===== config.mk =====
export PLATFORM = sky130hd
export DESIGN_NAME = cart_prg_arbiter
export DESIGN_NICKNAME = d
export VERILOG_FILES = /design/src/rtl/cart_pkg.sv /design/src/rtl/cart_starve_timer.sv /design/src/rtl/cart_prg_arbiter.sv
export SDC_FILE = /design/constraint.sdc
export NUM_CORES = 1
export LEC_CHECK = 0
export BUFFER_PORTS_ARGS = -buffer_cell sky130_fd_sc_hd__buf_2
export CORE_MARGIN = 3
export CORE_UTILIZATION = 54
export CTS_CLUSTER_SIZE = 20
export DETAILED_ROUTE_END_ITERATION = 10
export PLACE_DENSITY_LB_ADDON = 0.15
export SLEW_MARGIN = 15
export SYNTH_ARGS = -nofsm -noshare
export SYNTH_HDL_FRONTEND = slang
export SYNTH_SLANG_ARGS = --single-unit

===== constraint.sdc =====
create_clock -name clk_in -period 6.7 [get_ports clk_in]
set_input_delay 2.01 -clock clk_in [delete_from_list [all_inputs] [get_ports clk_in]]
set_output_delay 2.01 -clock clk_in [all_outputs]
set_load 0.01 [all_outputs]

===== src/rtl/cart_pkg.sv =====
// Shared types and constants for the cartridge PRG-ROM arbiter.
package cart_pkg;

  typedef enum logic [1:0] {
    IDLE        = 2'd0,
    DBG_WR      = 2'd1,
    DBG_RD_WAIT = 2'd2,
    DBG_RD_CAP  = 2'd3
  } arb_state_e;

  localparam logic PRG_NCE_IDLE  = 1'b1;
  localparam logic PRG_R_NW_IDLE = 1'b1;

  // Bits needed to hold values 0..value-1; never less than 1.
  function automatic int clog2(input int value);
    int w;
    w = 1;
    for (int i = 1; i < 32; i++) begin
      if ((1 << i) < value) w = i + 1;
    end
    return w;
  endfunction

endpackage


===== src/rtl/cart_starve_timer.sv =====
// Counts cycles a debug request waits ungranted; raises a registered one-cycle stall at the limit.
// Latency: stall_o asserts the cycle after the count reaches STALL_THRESH; no backpressure.
module cart_starve_timer
  import cart_pkg::*;
#(
  parameter int STALL_THRESH = 8
) (
  input  logic clk_i,
  input  logic rst_n_i,
  input  logic pending_i,
  input  logic grant_i,
  output logic stall_o
);

  localparam int              CW     = clog2(STALL_THRESH + 1);
  localparam logic [CW-1:0]   THRESH = CW'(STALL_THRESH);

  logic [CW-1:0] cnt_q, cnt_d;
  logic          stall_q, stall_d;

  always_comb begin
    cnt_d = cnt_q;
    if (grant_i) begin
      cnt_d = '0;
    end else if (pending_i && (cnt_q != THRESH)) begin
      cnt_d = cnt_q + 1'b1;
    end
    // The stall cycle itself grants the debug request, so it can never repeat back to back.
    stall_d = pending_i && !grant_i && !stall_q && (cnt_q == THRESH);
  end

  always_ff @(posedge clk_i or negedge rst_n_i) begin
    if (!rst_n_i) begin
      cnt_q   <= '0;
      stall_q <= 1'b0;
    end else begin
      cnt_q   <= cnt_d;
      stall_q <= stall_d;
    end
  end

  assign stall_o = stall_q;

endmodule


===== src/rtl/cart_prg_arbiter.sv =====
// Shares the cart PRG port between the CPU (priority) and the debug loader, with a starvation stall.
// Latency: debug write acks 1 cycle after grant, read 2 cycles; CPU is held via cpu_rdy_out.
module cart_prg_arbiter
  import cart_pkg::*;
#(
  parameter int ADDR_WIDTH   = 15,
  parameter int DATA_WIDTH   = 8,
  parameter int STALL_THRESH = 8
) (
  input  logic                  clk_in,
  input  logic                  rst_n_in,
  input  logic                  cpu_nce_in,
  input  logic [ADDR_WIDTH-1:0] cpu_a_in,
  input  logic                  cpu_r_nw_in,
  input  logic [DATA_WIDTH-1:0] cpu_d_in,
  output logic [DATA_WIDTH-1:0] cpu_d_out,
  output logic                  cpu_rdy_out,
  input  logic                  dbg_req_in,
  input  logic [ADDR_WIDTH-1:0] dbg_a_in,
  input  logic                  dbg_r_nw_in,
  input  logic [DATA_WIDTH-1:0] dbg_d_in,
  output logic [DATA_WIDTH-1:0] dbg_d_out,
  output logic                  dbg_ack_out,
  output logic                  prg_nce_out,
  output logic [ADDR_WIDTH-1:0] prg_a_out,
  output logic                  prg_r_nw_out,
  output logic [DATA_WIDTH-1:0] prg_d_out,
  input  logic [DATA_WIDTH-1:0] prg_d_in
);

  arb_state_e            state_q, state_d;
  logic                  busy_q, busy_d;
  logic                  cpu_rd_q, cpu_rd_d;
  logic [DATA_WIDTH-1:0] dbg_d_q, dbg_d_d;

  logic stall;
  logic cpu_rdy;
  logic cpu_gnt;
  logic dbg_pending;
  logic dbg_gnt;

  // RAM output in DBG_RD_WAIT belongs to the debug read, so the CPU is held off then.
  always_comb begin
    cpu_rdy     = !stall && (state_q != DBG_RD_WAIT);
    cpu_gnt     = !cpu_nce_in && cpu_rdy;
    dbg_pending = dbg_req_in && !busy_q;
    dbg_gnt     = dbg_pending && !cpu_gnt;
  end

  always_comb begin
    prg_nce_out  = PRG_NCE_IDLE;
    prg_a_out    = '0;
    prg_r_nw_out = PRG_R_NW_IDLE;
    prg_d_out    = '0;
    if (cpu_gnt) begin
      prg_nce_out  = 1'b0;
      prg_a_out    = cpu_a_in;
      prg_r_nw_out = cpu_r_nw_in;
      prg_d_out    = cpu_d_in;
    end else if (dbg_gnt) begin
      prg_nce_out  = 1'b0;
      prg_a_out    = dbg_a_in;
      prg_r_nw_out = dbg_r_nw_in;
      prg_d_out    = dbg_d_in;
    end
  end

  always_comb begin
    state_d     = state_q;
    busy_d      = busy_q;
    dbg_d_d     = dbg_d_q;
    dbg_ack_out = 1'b0;
    cpu_rd_d    = cpu_gnt && cpu_r_nw_in;
    case (state_q)
      IDLE: begin
        if (dbg_gnt) begin
          busy_d  = 1'b1;
          state_d = dbg_r_nw_in ? DBG_RD_WAIT : DBG_WR;
        end
      end
      DBG_WR: begin
        dbg_ack_out = 1'b1;
        busy_d      = 1'b0;
        state_d     = IDLE;
      end
      DBG_RD_WAIT: begin
        dbg_d_d = prg_d_in;
        state_d = DBG_RD_CAP;
      end
      DBG_RD_CAP: begin
        dbg_ack_out = 1'b1;
        busy_d      = 1'b0;
        state_d     = IDLE;
      end
      default: begin
        busy_d  = 1'b0;
        state_d = IDLE;
      end
    endcase
  end

  always_ff @(posedge clk_in or negedge rst_n_in) begin
    if (!rst_n_in) begin
      state_q  <= IDLE;
      busy_q   <= 1'b0;
      cpu_rd_q <= 1'b0;
      dbg_d_q  <= '0;
    end else begin
      state_q  <= state_d;
      busy_q   <= busy_d;
      cpu_rd_q <= cpu_rd_d;
      dbg_d_q  <= dbg_d_d;
    end
  end

  cart_starve_timer #(
    .STALL_THRESH(STALL_THRESH)
  ) u_starve_timer (
    .clk_i    (clk_in),
    .rst_n_i  (rst_n_in),
    .pending_i(dbg_pending),
    .grant_i  (dbg_gnt),
    .stall_o  (stall)
  );

  assign cpu_rdy_out = cpu_rdy;
  assign cpu_d_out   = cpu_rd_q ? prg_d_in : '0;
  assign dbg_d_out   = dbg_d_q;

endmodule


==> out/metrics.cfg <==
[run_status]
status = completed

[synthesis]
synthMostInstantiatedCell = nand2_1
synth-main-ff-cell = dfrtp_1
synth_top_area_frac = 0.4058
yosysWarnings = 0
synth_area_sq_um = 2775
ys_types = 39
yosys_register_bits = 45
async_reset_ff_frac = 1.000
yosysTopAreaCell = dfrtp_1
seq_area_frac_synth = 0.4058
syn-instance-count = 355
synth_area_leaders = dfrtp_1 41%, nand2_1 12%, nand3_1 6.1%
postSynthAreaPerCell_sq_um = 7.817
syn_nets = 417
synth_edf_count = 0
ys_top_cells_by_count = 88 x nand2_1, 45 x dfrtp_1, 34 x nand3_1, 34 x nor2_1, 21 x nand4_1

[sta]
rsz0062_at_grt = no
fmax_mhz = 185.8
hold-worst-slack_ns = 0.4811
finalCriticalPeriod_ns = 5.383
layout_setup_ws_ns = 1.317
fin_worst_skew_ns = 0.005813
timing.final.crit_share = 0.8034
finalSetupTns_ns = 0
slew_headroom = 0.2701
worst_pin_slew_ns = 1.086
drv_slew = 0
setup_viol = 0
hold_viol_final = 0

[route]
vias = 2953
avgRoutedWirePerCell_microns = 14.70
vias_per_cell = 5.723
drc = 0
dr.first_iter.drc_count = 256
antenna_left = 0
wl_mm = 7.583
first_pass_iters = 5

[critical_path]
crit_type = primary input to primary output
critPathCaptureType = primary output
start_kind = primary input
crit_required_ns = 4.69
cp.arrival_ns = 3.37
reg2reg_depth = 6
path_max_fanout = 33

[cts]
post_cts_buffers = 0
clk_path_buf_depth = 2
ctsResizeCount = 0
clock_latency_ns = 0.29
clkTransAtPathRegs_ns = 0.08
clock-sinks = 45
cts_tree = yes
cts-root-buf = clkbuf_8
ctsHoldBuffers = 0
numCtsBuffers = 5
cts_htree_levels = 2

[pwr]
combPwrFrac = 0.396
p_sw_frac = 0.3928
p_clk_frac = 0.207
power_density_nw_per_um2 = 258.4
seq_power_share = 0.397
ir_worst_vdd_v = 0.0001201
p_leak_nw = 1.751
internal_power_w = 0.0005364
p_sw_w = 0.0003471

[placed_design]
routabilityCongestion = 0.8896
dp_hpwl_mm = 5.564
pre_cts_slack_ns = 1.315
io_buffers = 102

[global_routing]
grt_antenna_before_repair = 0
grt_usage = 0.2583
overflow = 0
grt_max_degree = 46
grt_pass1_wl_mm = 12.87
grt_pass1_vias = 2971

[finish]
fin_nets = 510
finalCoreUtilization = 0.7053
antenna_cells = 0
area_growth_pct = 23.22
layout-drive-gt1-share = 0.2739
fillers = 404

[die]
num_io_pins = 103
rows = 25
dieArea_sq_um = 6036
die_h_microns = 77.69
start_util = 0.5724
die_w_microns = 77.69
core-area_sq_um = 4848

[flow_run]
maxCapViolCount = 0

[hold_path]
min-delay-path-class = register to register
hold_path_depth = 2

## registers in the layout, summed over array words and instances, names as in the netlist
signal / cells
state_q: 2
u_starve_timer.stall_o: 1
dbg_d_out: 8
busy_q: 1
u_starve_timer.cnt_q: 32
cpu_rd_q: 1
## worst paths after layout
check                        startpoint                        to  slack, ns
setup / recovery             cpu_nce_in              prg_r_nw_out       1.32
hold / removal             dbg_d_out[7]              dbg_d_out[7]       0.48
setup reg to reg             state_q[0]  u_starve_timer.cnt_q[10]       3.97
min in group asynchronous      rst_n_in  u_starve_timer.cnt_q[29]       1.87
max in group asynchronous      rst_n_in                  cpu_rd_q       4.21
hold reg to reg            dbg_d_out[7]              dbg_d_out[7]       0.48
## kinds of logic after synthesis
logic type	count (synthesis)	share of synthesized area
adder cells (fa/ha/maj)	2	0.009016
AO/OA/AOI/OAI	40	0.08927
flip-flops	45	0.4058
AND/OR/NAND/NOR	225	0.4035
XOR/XNOR	17	0.05365
buffers and inverters	26	0.03877
## placed cells by master (no fill, tap or decap), types with 3 or more instances in the layout
cell type and count:
a21oi_1 6, o21ai_0 13, nand2_1 88, xnor2_1 4, nand3_1 34, and3_1 3, nor4_1 9, dfrtp_1 45
buf_2 102, inv_1 6, and2_1 10, a31oi_1 5, o31ai_1 7, nand2b_1 3, xor2_1 13, nor2_1 34
nand4_1 21, buf_4 3, nor3_1 5, clkbuf_8 7, or3_1 5, o41ai_1 3
## layout make-up
type                            instances  area (sq um)  area share
Multi-Input combinational cell        284          1549      0.4530
Timing Repair Buffer                  105         533.0      0.1559
Clock inverter                          1         5.005    0.001464
Inverter                                7         26.28    0.007684
Sequential cell                        45          1126      0.3293
Tap cell                               67         83.83     0.02452
Clock buffer                            7         96.34     0.02817
## through the flow
stage	cells	total power (W)	cell area [sq um]
2_1_floorplan	355	0.0005757	2775
3_3_place_gp	508	0.0006982	3318
3_5_place_dp	508	0.0007075	3318
4_1_cts	516	0.0008902	3420
5_1_grt	516	0.0009544	3420
6_report	516	0.0008835	3420
## worst max-delay path, stage by stage
cell     delay, ns
buf_2         0.12
or3_1         0.77
a31oi_1       0.32
buf_2         0.16
## power by group through the flow
stage | Sequential [W] | Combinational, W | Clock, W
after floorplan | 0.000355 | 0.000220 | 0
after global placement | 0.000353 | 0.000346 | 0
after detailed placement | 0.000355 | 0.000352 | 0
after CTS | 0.000351 | 0.000353 | 0.000187
after global routing | 0.000359 | 0.000395 | 0.000200
final | 0.000351 | 0.000350 | 0.000183
## layer usage
layer,wire [microns],track usage
met5,0,0
met4,116,0.07829
met3,507,0.05104
met2,3856,0.4469
met1,3102,0.3237
Power figures use the tool's default switching activity.
